## src/rtl/acumulador_pontuacao.sv

```systemverilog
// Per-game score accumulator fed by the round grader.
// It keeps the running total, round count, last score and best score, and flags end of game.
module acumulador_pontuacao #(
   parameter int RODADAS       = 5,
   parameter int LARGURA_TOTAL = 7
) (
   input  logic                     clock,
   input  logic                     reset,
   input  logic                     iniciar,
   input  logic                     registra,
   input  logic [3:0]               nota,
   output logic [LARGURA_TOTAL-1:0] total,
   output logic [3:0]               rodada,
   output logic [3:0]               ultima,
   output logic [3:0]               melhor,
   output logic                     aceito,
   output logic                     invalida,
   output logic                     pronto,
   output logic                     fim
);

   typedef enum logic [1:0] {OCIOSO, JOGANDO, FIM} estado_t;

   localparam logic [3:0]               RODADAS_4 = 4'(RODADAS);
   localparam logic [LARGURA_TOTAL-1:0] TOTAL_MAX = {LARGURA_TOTAL{1'b1}};

   estado_t                  r_estado;
   logic [LARGURA_TOTAL-1:0] r_total;
   logic [3:0]               r_rodada, r_ultima, r_melhor;
   logic                     r_aceito, r_invalida, r_pronto, r_fim;

   logic                     w_valida;
   logic [3:0]               w_pontos;
   logic [LARGURA_TOTAL:0]   w_soma;
   logic [3:0]               w_prox_rodada;

   assign w_valida      = (nota >= 4'd1) && (nota <= 4'd10);
   assign w_pontos      = w_valida ? nota : 4'd0;
   // The extra carry bit exposes overflow, so the total can saturate instead of wrapping.
   assign w_soma        = {1'b0, r_total} + (LARGURA_TOTAL+1)'(w_pontos);
   assign w_prox_rodada = r_rodada + 4'd1;

   always_ff @(posedge clock) begin
      if (reset) begin
         r_estado   <= OCIOSO;
         r_total    <= '0;
         r_rodada   <= '0;
         r_ultima   <= '0;
         r_melhor   <= '0;
         r_aceito   <= 1'b0;
         r_invalida <= 1'b0;
         r_pronto   <= 1'b1;
         r_fim      <= 1'b0;
      end else begin
         r_aceito   <= 1'b0;
         r_invalida <= 1'b0;
         if (iniciar) begin
            // Starting or restarting a game from any state clears the game and discards the current score.
            r_estado <= JOGANDO;
            r_total  <= '0;
            r_rodada <= '0;
            r_ultima <= '0;
            r_melhor <= '0;
            r_pronto <= 1'b0;
            r_fim    <= 1'b0;
         end else begin
            case (r_estado)
               JOGANDO: begin
                  if (registra) begin
                     r_total    <= w_soma[LARGURA_TOTAL] ? TOTAL_MAX : w_soma[LARGURA_TOTAL-1:0];
                     r_rodada   <= w_prox_rodada;
                     r_ultima   <= w_pontos;
                     r_melhor   <= (w_pontos > r_melhor) ? w_pontos : r_melhor;
                     r_aceito   <= 1'b1;
                     r_invalida <= ~w_valida;
                     if (w_prox_rodada == RODADAS_4) begin
                        r_estado <= FIM;
                        r_fim    <= 1'b1;
                     end
                  end
               end
               OCIOSO:  r_estado <= OCIOSO;
               FIM:     r_estado <= FIM;
               default: begin
                  r_estado <= OCIOSO;
                  r_pronto <= 1'b1;
                  r_fim    <= 1'b0;
               end
            endcase
         end
      end
   end

   assign total    = r_total;
   assign rodada   = r_rodada;
   assign ultima   = r_ultima;
   assign melhor   = r_melhor;
   assign aceito   = r_aceito;
   assign invalida = r_invalida;
   assign pronto   = r_pronto;
   assign fim      = r_fim;

endmodule

```

## config.mk

```make
export PLATFORM = sky130hd
export DESIGN_NAME = acumulador_pontuacao
export DESIGN_NICKNAME = d
export VERILOG_FILES = /design/src/rtl/acumulador_pontuacao.sv
export SDC_FILE = /design/constraint.sdc
export NUM_CORES = 1
export LEC_CHECK = 0
export ABC_AREA = 1
export CORE_MARGIN = 2
export CORE_UTILIZATION = 30
export CTS_BUF_LIST = sky130_fd_sc_hd__clkbuf_2 sky130_fd_sc_hd__clkbuf_4 sky130_fd_sc_hd__clkbuf_8
export CTS_CLUSTER_DIAMETER = 150
export CTS_CLUSTER_SIZE = 14
export DETAILED_ROUTE_END_ITERATION = 10
export SLEW_MARGIN = 25
export SYNTH_ARGS = -nofsm -noshare
export SYNTH_HDL_FRONTEND = slang
export SYNTH_SLANG_ARGS = --single-unit
```

## constraint.sdc

```tcl
create_clock -name clock -period 2.2 [get_ports clock]
set_input_delay 0.66 -clock clock [delete_from_list [all_inputs] [get_ports clock]]
set_output_delay 0.66 -clock clock [all_outputs]
set_load 0.02 [all_outputs]
```

# Yosys cells after proc, flatten, opt, wreduce, memory -nomap -nowiden
# Index checks and enable logic that the tools add are counted.
totals:
  elab_cells: 51
  output_inout_bits: 23
  input_bits: 8
  reg_bits: 25
classes:
  n_addsub: 2
  mux: 12
  n_eq_ne: 8
  n_reduce_logical: 12
  bitwise: 4
  magnitude_cmp: 3
op_table:
  columns: ["operator", "n"]
  rows:
  - ["$add A7 B4 Y8", 1]
  - ["$mux W7", 1]
  - ["$mux W1", 6]
  - ["$ne A3 B3 Y1 const B", 2]
  - ["$reduce_and A2 Y1", 3]
  - ["$reduce_and A3 Y1", 2]
  - ["$reduce_or A3 Y1", 2]
  - ["$add A4 B1 Y4 const B", 1]
  - ["$eq A4 B3 Y1 const B", 1]
  - ["$ge A4 B1 Y1 const B", 1]
  - ["$gt A4 B4 Y1", 1]
  - ["$le A4 B4 Y1 const B", 1]
  - ["$mux W2", 2]
  - ["$mux W4", 1]
  - ["$ne A2 B2 Y1 const B", 2]
  - ["$not A1 Y1", 4]
  - ["$pmux W2 S2", 1]
  - ["$reduce_or A2 Y1", 2]
  - ["$reduce_or A4 Y1", 1]
  - ["$eq A2 B1 Y1 const B", 1]
  - ["$eq A2 B2 Y1 const B", 1]
  - ["$logic_not A2 Y1", 1]
  - ["$ne A2 B1 Y1 const B", 1]
  - ["$pmux W1 S2", 1]
  - ["$logic_and A1 B1 Y1", 1]

# Depth between registers and ports, before layout
logic_depth:
  depth_word: 6
  ltp_mapped: 14
  ltp_nobuf: 14

# Least setup slack after synthesis
# OpenSTA, ideal clock, no wires.
synth_path:
  path_kind: "input-to-reg"
  from: "in nota[0]"
  to: "reg r_total[6], in the netlist total[6]"
  setup_ns: 0.132
  path_slack_ns: -0.029
  stages: 13
  n_path_buf: 0
  required_ns: 2.068
  t_arrival_ns: 2.097
  cell_sequence: "inv_1 -> o21ai_0 -> nand2_1 -> nand2_1 -> nor2_1 -> ha_1 -> fa_1 -> nand3_1 -> nand3_1 -> nand2_1 -> nand2_1 -> nand2_1 -> a21oi_1"
synth_between:
  elab_chain_len: 5
  elab_cells_between_ends: 6
  cone_classes: "1 x add/sub; 2 x order compare; 2 x mux; 1 x reduce/logical"
synth_rtl:
  columns: ["element", "line_no", "rtl"]
  rows:
  - ["start: declaration", "11", "input logic [3:0] nota,"]
  - ["$ge A4 B1 Y1 / $le A4 B4 Y1 (equally long branches)", "37", "assign w_valida = (nota >= 4'd1) && (nota <= 4'd10);"]
  - ["$logic_and A1 B1 Y1", "37", null]
  - ["$mux W4 *", "38", "assign w_pontos = w_valida ? nota : 4'd0;"]
  - ["named net w_pontos[0]", "33", "logic [3:0] w_pontos;"]
  - ["$add A7 B4 Y8 *", "40", "assign w_soma = {1'b0, r_total} + (LARGURA_TOTAL+1)'(w_pontos);"]
  - ["$mux W7 *", "70", "r_total <= w_soma[LARGURA_TOTAL] ? TOTAL_MAX : w_soma[LARGURA_TOTAL-1:0];"]
  - ["end signal: assignment", "70", null]
  - ["end: declaration", "28", "logic [LARGURA_TOTAL-1:0] r_total;"]
# The timed path passes the listed nets; every way through them passes the cells marked *.
# A chain may end at the register's enable or synchronous reset.

# Worst setup path after layout
layout_path:
  from: "in nota[0]"
  to: "reg r_total[4], in the netlist total[4]"
# The elaborated chain is that of the path after synthesis.

==> results_dict.tcl <==
set metrics [dict create \
    run_status "completed" \
    dp_worst_setup_slack_ns -0.5667 \
    number_of_antenna_violations_at_the_first_check_in_global_routing 0 \
    detail-route-antenna-nets 0 \
    timing_worst_slew_pin_value_ns 0.3875 \
    synth.cell_area_mm2 0.001383 \
    total_cts_buffers 3 \
    setup_slack_ns 0.1292 \
    detail_route.iter0.violations 49 \
    post-route-period-util 0.9413 \
    fraction_of_layout_cells_with_a_size_suffix_above_1 0.1931 \
    pin_count 31 \
    power.leakage_nw 0.8648 \
    utilization 0.4529 \
    drc_errors 0 \
    fp.coreArea_mm2 0.004384 \
    die_area_mm2 0.005167 \
    wl_met3_um 111 \
    critical_path.startpoint_type "input port" \
    critPathMaxFanout 4 \
    numClockSinks 25 \
    clockBufferDepth 2 \
    critical_path.slowest_cell "fa_2" \
    number_of_iterations_in_the_first_detailed_routing_pass 4 \
    clk_lat_worst_skew_ns 0.27 \
    synth.avg_cell_area_um2 7.315 \
    mappedNetlistNets 212 \
    port_buffer_cells 30 \
    timing.critical_path.to_type "flop" \
    chipHeight_um 71.89 \
    clock_skew_ns 0.003424 \
    timing.critical_path.mode_cell "nand2_1" \
    worstPathCellList "clkdlybuf4s15_1 -> inv_2 -> o21ai_2 -> nand2_1 -> nand2_2 -> nor2_4 -> ha_2 -> fa_2 -> nand3_2 -> nand3_4 -> nand2_1 -> nand2_1 -> nand2_1 -> a21oi_1" \
    wirelength_um 3120 \
    layout.nets 257 \
    number_of_max_cap_violations 0 \
    grt_first_pass_wirelength_um 4774 \
    vias_per_cell 4.502 \
    netlist-cell-type-count 22 \
    path_clk_slew_ns 0.08 \
    post-dp-hpwl_um 2250 \
    max_slew_margin 0.7414 \
    hold_path.class "reg2reg" \
    max_stage_delay_ns 0.35 \
    worst_case_vdd_ir_drop_mv 0.2629 \
    p_per_area_mw_per_mm2 461.5 \
    syn_to_final_growth_pct 43.62 \
    worst-endpoint-arrival_ns 2.23 \
    final-setup-viol-count 0 \
    yosysSeqAreaShare 0.3620 \
    m1WireLength_um 1490 \
    setup.worst_path.class "in2reg" \
    initial_core_util 0.3154 \
    postSynthCellCount 189 \
    cts_hold_repair.buffers 0 \
    routed-via-count 1283 \
    grt_start_max_net_pins 14 \
    final_max_slew_viol_count 0 \
    placement_rows 24 \
    tritoncts "built" \
    required_ns 2.36 \
    ys_seq_elements 25 \
    grt_overflow_total 0 \
    final_period_minus_worst_setup_slack_ns 2.071 \
    drt-wirelength-per-cell_um 10.95 \
    cts.htree.levels 1 \
    final_weighted_congestion_of_routability_driven_global_placement 0.7856 \
    dr_wl_met2_um 1501 \
    clock-root-buffer "clkbuf_8" \
    hold_viol_final 0 \
    vias_in_the_first_global_route 1104 \
    synth-warning-count 0 \
    die_width_um 71.89 \
    antenna-diode-count 0 \
    global_route.usage.total 0.1168 \
    maxUsedRoutingLayer "met4" \
    maxClockFrequency_ghz 0.4829 \
]
flip-flops by register name (all words and copies together) (netlist names):
signal    flops
r_estado      2
aceito        1
invalida      1
rodada        4
ultima        4
fim           1
melhor        4
total         7
pronto        1
Yosys cell counts, drive strengths merged:
cell type   n  area share
o21bai      1      0.0054
o21ai       7       0.025
inv        28       0.076
clkbuf      1      0.0027
fa          1       0.014
nor2       23       0.062
mux2i       3       0.022
o31ai       1      0.0054
nand3      15       0.058
xor2        1      0.0063
nor3        1       0.012
ha         14        0.13
a21boi      1      0.0054
buf         3       0.011
nand2      41        0.12
o211ai      1      0.0054
nand4       2      0.0090
dfxtp      25        0.36
a21oi      20       0.072
worst paths after layout:
path | startpoint | endpoint | slack [ns] | cells past startpoint
max reg2reg | r_estado[1]$_SDFFE_PP0P_ | total[4]$_SDFFE_PP0P_ | 0.62 | 8
max | nota[0] | total[4]$_SDFFE_PP0P_ | 0.13 | 14
min | ultima[2]$_SDFFE_PP0P_ | ultima[2]$_SDFFE_PP0P_ | 0.48 | 2
min reg2reg | ultima[2]$_SDFFE_PP0P_ | ultima[2]$_SDFFE_PP0P_ | 0.48 | 2
worst max-delay path: cells and delay by family:
kind,cells,cell delay (ns)
AOI/OAI and AO/OA,2,0.22
adders and majority gates,2,0.52
buffers and inverters,2,0.22
and+or+nand+nor,8,0.60
timing repair:
action / 4_1_cts / 5_1_grt
pin swaps: 11 / 17
resized for setup: 18 / 19
setup buffers: 0 / 0
endpoints found under the setup margin: 11 / 9
layout make-up:
| class | count | area, um^2 |
|---|---|---|
| multi-input combinational | 132 | 857.1 |
| clock buffer | 4 | 48.80 |
| sequential | 25 | 500.5 |
| tap | 52 | 65.06 |
| fill | 472 | 2399 |
| inverter | 28 | 105.1 |
| timing repair buffer | 44 | 409.1 |
power by group:
part	switching [mW]	internal [mW]	total [mW]
registers	0.00753	0.461	0.469
clock network	0.146	0.142	0.288
logic	0.0860	0.0740	0.160
logic make-up (layout without fill, tap and decap cells):
group,after synthesis,count (layout),share of synthesized area
mux,3,3,0.02172
flops,25,25,0.3620
buf+inv,32,76,0.08959
xor+xnor,1,1,0.006336
fa+ha+maj,15,15,0.1412
compound gates,31,31,0.1195
simple gates,82,82,0.2597
stage by stage:
step	power, mW	cells	hold WS [ns]	instance area (um^2)	setup TNS [ns]
6_report	0.9164	285	0.4830	1986	0
5_1_grt	0.9608	285	0.5163	1986	-0.008267
2_1_floorplan	0.5588	189	0.4849	1383	0
4_1_cts	0.9127	285	0.4935	1912	0
3_5_place_dp	0.6212	281	0.4686	1834	-5.774
3_3_place_gp	0.6199	281	0.4552	1834	-5.600
cell usage in the layout (no fill, tap or decap), drive strengths merged:
master and n:
a21boi 1, a21oi 20, buf 14, clkbuf 4, clkdlybuf4s15 4, clkdlybuf4s50 26
dfxtp 25, fa 1, ha 14, inv 28, mux2i 3, nand2 41
nand3 15, nand4 2, nor2 23, nor3 1, o211ai 1, o21ai 7
o21bai 1, o31ai 1, xor2 1
routing by layer:
| layer | up-vias | GRT usage |
|---|---|---|
| li1 | 694 | - |
| met1 | 566 | 0.1556 |
| met2 | 21 | 0.1914 |
| met3 | 2 | 0.02954 |
| met4 | 0 | 0.02516 |
| met5 | - | 0 |
Note: power is estimated with default switching activity, not from simulation.
==> edit 1 (same settings) <==
Re-encode `estado_t` (3 values) as one-hot, 3 bits wide.
--- a/src/rtl/acumulador_pontuacao.sv
+++ b/src/rtl/acumulador_pontuacao.sv
@@ -19,7 +19,7 @@
    output logic                     fim
 );
 
-   typedef enum logic [1:0] {OCIOSO, JOGANDO, FIM} estado_t;
+   typedef enum logic [2:0] {OCIOSO = 3'b001, JOGANDO = 3'b010, FIM = 3'b100} estado_t;
 
    localparam logic [3:0]               RODADAS_4 = 4'(RODADAS);
    localparam logic [LARGURA_TOTAL-1:0] TOTAL_MAX = {LARGURA_TOTAL{1'b1}};
Behaviour: no difference found for any inputs over 10 cycles, from zero or initial values and one cycle with reset high; not proved beyond that.
==> edit 1 against the unedited design <==
Cell area rose by 5.6%; sequential power rose by 3%; non-clock buffer count rose by 11; cell count rose by 7.4%; synthesized area rose by 3.9%; setup slack got worse by 0.0094 ns; sequential share of layout area fell by 0.38 points; total power rose by 12%; wire length rose by 8.4%; sequential cell count rose by 1; critical path depth rose by 1; fmax fell by 0.45%; register-to-register slack improved by 0.10 ns; global-route usage rose by 1.8 points; critical path type unchanged; largest cell class unchanged; largest power group unchanged.
==> edit 1: results (changes against the unedited design) <==
- Peak ir drop on the vdd network: 0.0003361 V (+28%)
- Global-route wire length before repair: 5.713 mm (+20%)
- DP HPWL: 2.495 mm (+11%)
- Cells after DPL: 300 (+6.8%)
- Delay of the slowest critical-path stage: 0.40 ns (+0.05 ns)
- Placed instance area: 1952 µm² (+6.4%)
- Sequential share of the synthesized area: 0.3624 (+0.0003784)
- # fillers: 474 (+0.42%)
- Routed WL per cell: 11.06 µm (+0.99%)
- Share of cells above drive strength 1: 0.2460 (+0.05290)
- P&R area growth vs syn: 45.99%
- Number of nets produced by synthesis: 216 (+1.9%)
- Parity-gate share of the synthesized area counting xor and xnor cells: 0.01829 (+0.01196)
- Compound-gate portion of the synthesized area: 0.1193 (about the same)
- Routability congestion estimate from global placement: 0.7884 (+0.36%)
- Number of DRC markers after the initial detailed-route iteration: 70 (+43%)
- Internal power summed over all cells: 0.7908 mW (+17%)
- Commonest cells in the netlist: sky130_fd_sc_hd__nand2_1, sky130_fd_sc_hd__inv_1, sky130_fd_sc_hd__nor2_1
- Initial antenna violation count: 0 (unchanged)
- Status: complete, no violations
- Via count of the first global-routing pass: 1,348 (+22%)
- Adder-cell share of the synthesized area: 0.1010 (-0.04013)
- Via total after detailed routing: 1,413 (+10%)
- Per-instance average area after synthesis: 7.291 µm² (-0.33%)
- GRT Overall Usage: 0.1351 (+0.01832)
- Die Area: 5358 µm² (+3.7%)
- Detail-routed via count per cell: 4.618 (+2.6%)
- Fin Clk Skew: 0.002196 ns (-0.001228 ns)
- Worst slew margin: 0.7919 (+0.05053)
- Number of nets in the layout: 272 (+5.8%)
==> edit 1: cell count changes after synthesis, sizes merged, moves of 3 or more <==
cell,change
nand3,-3
a21oi,-3
nor2,+6
ha,-4
mux2i,-3
o21ai,+8
==> edit 1: path summary, 6_finish.rpt <==
kind	cells after the start	slack, ns	end	startpoint
worst max-delay path	15	0.12	total[6]$_SDFFE_PP0P_	nota[0]
worst min-delay path	2	0.48	fim$_SDFFE_PP0P_	fim$_SDFFE_PP0P_
worst min register to register	2	0.48	fim$_SDFFE_PP0P_	fim$_SDFFE_PP0P_
worst max register to register	8	0.72	total[0]$_SDFFE_PP0P_	total[2]$_SDFFE_PP0P_
==> edit 1: kinds of logic after synthesis <==
family | Yosys count
simple gates | 91
compound gates | 32
fa+ha+maj | 11
xor+xnor | 3
buf+inv | 34
flops | 26
==> edit 1: power by group through the flow <==
| stage | combinational (mW) | sequential [mW] | clock, mW |
|---|---|---|---|
| detailed placement | 0.133 | 0.492 | 0 |
| global placement | 0.131 | 0.492 | 0 |
| CTS | 0.140 | 0.481 | 0.412 |
| floorplan | 0.0637 | 0.496 | 0 |
| finish | 0.145 | 0.481 | 0.401 |
| global route | 0.161 | 0.482 | 0.427 |
==> edit 1: worst max-delay path, delay by kind of cell <==
family | cells | cell delay [ns]
adders and majority gates | 1 | 0.40
buffers and inverters | 5 | 0.39
AOI/OAI and AO/OA | 1 | 0.16
and+or+nand+nor | 8 | 0.67
==> edit 1: metal layers <==
metal	up-vias	GRT usage	wire [µm]
met5	-	0	0
met4	0	0.03086	23
met3	4	0.03591	120
met2	23	0.2252	1586
met1	644	0.1738	1653
li1	742	-	-
==> edit 1: repair_timing <==
item / 4_1_cts / 5_1_grt
setup buffers: 1 / 1
gates resized for setup: 19 / 14
pin swaps: 6 / 10
setup endpoints to repair: 11 / 11
==> edit 1: stage by stage <==
step	hold WS, ns	worst slack, ns	power (mW)
2_1_floorplan	0.5462	0.02485	0.5595
3_3_place_gp	0.4622	-0.5840	0.6232
3_5_place_dp	0.4689	-0.6490	0.6247
4_1_cts	0.4831	0.05112	1.033
5_1_grt	0.4916	0.01195	1.070
6_report	0.4755	0.1198	1.028
==> edit 1: area by class of cell <==
class,instances,share of cell area
Multi-Input combinational cell,137,0.4039
Sequential cell,26,0.2482
Timing Repair Buffer,55,0.2267
Inverter,30,0.05489
Tap cell,54,0.03222
Clock buffer,3,0.01969
Clock inverter,1,0.01432
==> edit 2 (same flow settings) <==
Without the edit above. Change the parameter `LARGURA_TOTAL` from 7 to 14.
--- a/src/rtl/acumulador_pontuacao.sv
+++ b/src/rtl/acumulador_pontuacao.sv
@@ -2,7 +2,7 @@
 // It keeps the running total, round count, last score and best score, and flags end of game.
 module acumulador_pontuacao #(
    parameter int RODADAS       = 5,
-   parameter int LARGURA_TOTAL = 7
+   parameter int LARGURA_TOTAL = 14
 ) (
    input  logic                     clock,
    input  logic                     reset,
Interface: changed (resized total); port bits go from 31 to 38. No check against the original RTL was run, so the function may have changed too.
==> edit 2 against the unedited design <==
Non-clock buffer count grew 30; first-iteration DRC count up 8.2%; count of clock-buffer cells in the layout increased by 1; cell area increased by 42%; wire length increased by 57%; clock skew grew 0.0039 ns; fmax shrank 5.2%; synthesized area increased by 35%; combinational power up 39%; sequential cell count is 7 higher; setup slack got worse by 0.11 ns; total power increased by 51%; synthesized cell count is 30% higher.
==> edit 2: results (changes against the unedited design) <==
- Number of nets in the layout: 346 (+35%)
- Number of nets produced by synthesis: 269 (+27%)
- DP HPWL: 3.477 mm (+55%)
- Fin Clk Skew: 0.007294 ns (+0.003870 ns)
- Number of DRC markers after the initial detailed-route iteration: 53 (+8.2%)
- # fillers: 578 (+22%)
- Signal arrival time at the worst endpoint: 2.34 ns (+0.11 ns)
- Leading post-synthesis cells by cell area: sky130_fd_sc_hd__dfxtp_1, sky130_fd_sc_hd__ha_1, sky130_fd_sc_hd__nand2_1, sky130_fd_sc_hd__inv_1, sky130_fd_sc_hd__nor2_1
- GRT Overall Usage: 0.1425 (+0.02567)
- Peak ir drop on the vdd network: 0.0002895 V (+10%)
- CTS buffer count: 5 (+2)
- Min-Delay Path Class: reg2reg
- Routability congestion estimate from global placement: 0.8410 (+7.1%)
- Antenna Diode Count: 0 (unchanged)
- Biggest fanout along the worst timing path: 5 (+1)
- Total global routing overflow: 0 (unchanged)
- Compound-gate portion of the synthesized area: 0.1478 (+0.02829)
- Via count of the first global-routing pass: 1,814 (+64%)
- CP delay by family, top: simple AND/OR/NAND/NOR gates
- Via total after detailed routing: 1,902 (+48%)
- Share of cells above drive strength 1: 0.2932 (+0.1001)
- Max reg flops: 14 (+7)
- Count of unique library cells instantiated by Yosys: 35 (+59%)
- Parity-gate share of the synthesized area counting xor and xnor cells: 0.02351 (+0.01717)
- Placed instance area: 2464 µm² (+34%)
- Commonest cells in the netlist: sky130_fd_sc_hd__nand2_1, sky130_fd_sc_hd__dfxtp_1, sky130_fd_sc_hd__inv_1
- Cells after DPL: 373 (+33%)
- Number of standard cells in the final layout excluding fillers: 399 (+40%)
- Insertion delay to the later sink of the worst-skew pair: 0.28 ns
- Combinational family with the most area after synthesis: simple AND/OR/NAND/NOR gates
- Largest net degree at the start of global routing: 15 (+1)
- Slowest CP cell: sky130_fd_sc_hd__fa_2
- Port Buffers: 37 (+23%)
- Synthesized netlist cell count: 246 (+30%)
- Sequential share of the synthesized area: 0.3439 (-0.01814)
- Starting density of the core: 0.3128 (-0.002539)
- Share of synthesized area spent on multiplexers: 0 (-0.02172)
- Worst slew margin: 0.7553 (+0.01388)
- H-Tree Depth: 2 (+1)
- Leakage power total: 1.201 nW (+39%)
- Adder-cell share of the synthesized area: 0.1048 (-0.03641)
- Global-route wire length before repair: 8.148 mm (+71%)
- Detailed-route wire length: 4.883 mm (+57%)
- Pre-antenna DRT Iters: 5 (+1)
- Status: complete, no violations
- Async set-or-reset flop fraction in the synthesized netlist: 0 (unchanged)
[edit 2: changes by cell type in the layout (fill, tap and decap cells not counted), moves of 6 or more]
cell and change:
sky130_fd_sc_hd__buf_4 +20, sky130_fd_sc_hd__a21oi_1 -7, sky130_fd_sc_hd__clkdlybuf4s50_1 +7, sky130_fd_sc_hd__dfxtp_1 +7, sky130_fd_sc_hd__nand2_1 +7, sky130_fd_sc_hd__nand4_1 +6
[edit 2: power by group]
part / switching [mW] / total (mW) / internal (mW)
clock network: 0.230 / 0.565 / 0.335
registers: 0.00795 / 0.596 / 0.588
logic: 0.111 / 0.222 / 0.111
[edit 2: worst paths after layout]
kind                            start                     to  slack, ns  cells after the start
max                           nota[0]  total[5]$_SDFFE_PP0P_       0.02                     18
min                  fim$_SDFFE_PP0P_       fim$_SDFFE_PP0P_       0.45                      2
max reg2reg  r_estado[1]$_SDFFE_PP0P_  total[8]$_SDFFE_PP0P_       0.57                     10
min reg2reg          fim$_SDFFE_PP0P_       fim$_SDFFE_PP0P_       0.45                      2
[edit 2: cell families (layout without fill, tap and decap cells)]
kind of cell | Yosys count | count (layout)
flops | 32 | 32
xor+xnor | 5 | 5
buf+inv | 42 | 119
fa+ha+maj | 15 | 15
simple gates | 109 | 110
compound gates | 43 | 43
[edit 2: layer usage]
layer / up-vias / GRT usage / wire (µm)
li1: 972 / - / -
met1: 860 / 0.1835 / 2203
met2: 57 / 0.2339 / 2299
met3: 13 / 0.03082 / 282
met4: 0 / 0.05216 / 96
met5: - / 0 / 0
[edit 2: stage by stage]
step | util | power (mW) | TNS [ns] | hold WS (ns) | worst slack (ns)
2_1_floorplan | - | 0.7039 | -0.9624 | 0.4874 | -0.1641
3_3_place_gp | 0.4137 | 0.7744 | -13.40 | 0.4389 | -0.8540
3_5_place_dp | 0.4137 | 0.7769 | -14.52 | 0.4480 | -0.9219
4_1_cts | 0.4574 | 1.377 | -0.03410 | 0.4593 | -0.02411
5_1_grt | 0.4744 | 1.443 | -1.372 | 0.5026 | -0.1324
6_report | 0.4744 | 1.384 | 0 | 0.4540 | 0.01526
[edit 2: repair_timing]
item	in CTS	in global routing
resized for setup	29	22
buffers inserted	17	1
hold buffers	0	0
pin swaps	7	12
gates cloned	1	0
setup endpoints to repair	18	18
[edit 2: cell type report]
cell class | instances | area, µm² | share of cell area
Clock inverter | 3 | 42.54 | 0.01506
Timing Repair Buffer | 74 | 663.1 | 0.2347
Clock buffer | 5 | 68.82 | 0.02436
Tap cell | 75 | 93.84 | 0.03322
Sequential cell | 32 | 640.6 | 0.2267
Multi-Input combinational cell | 173 | 1154 | 0.4083
Inverter | 37 | 162.7 | 0.05757
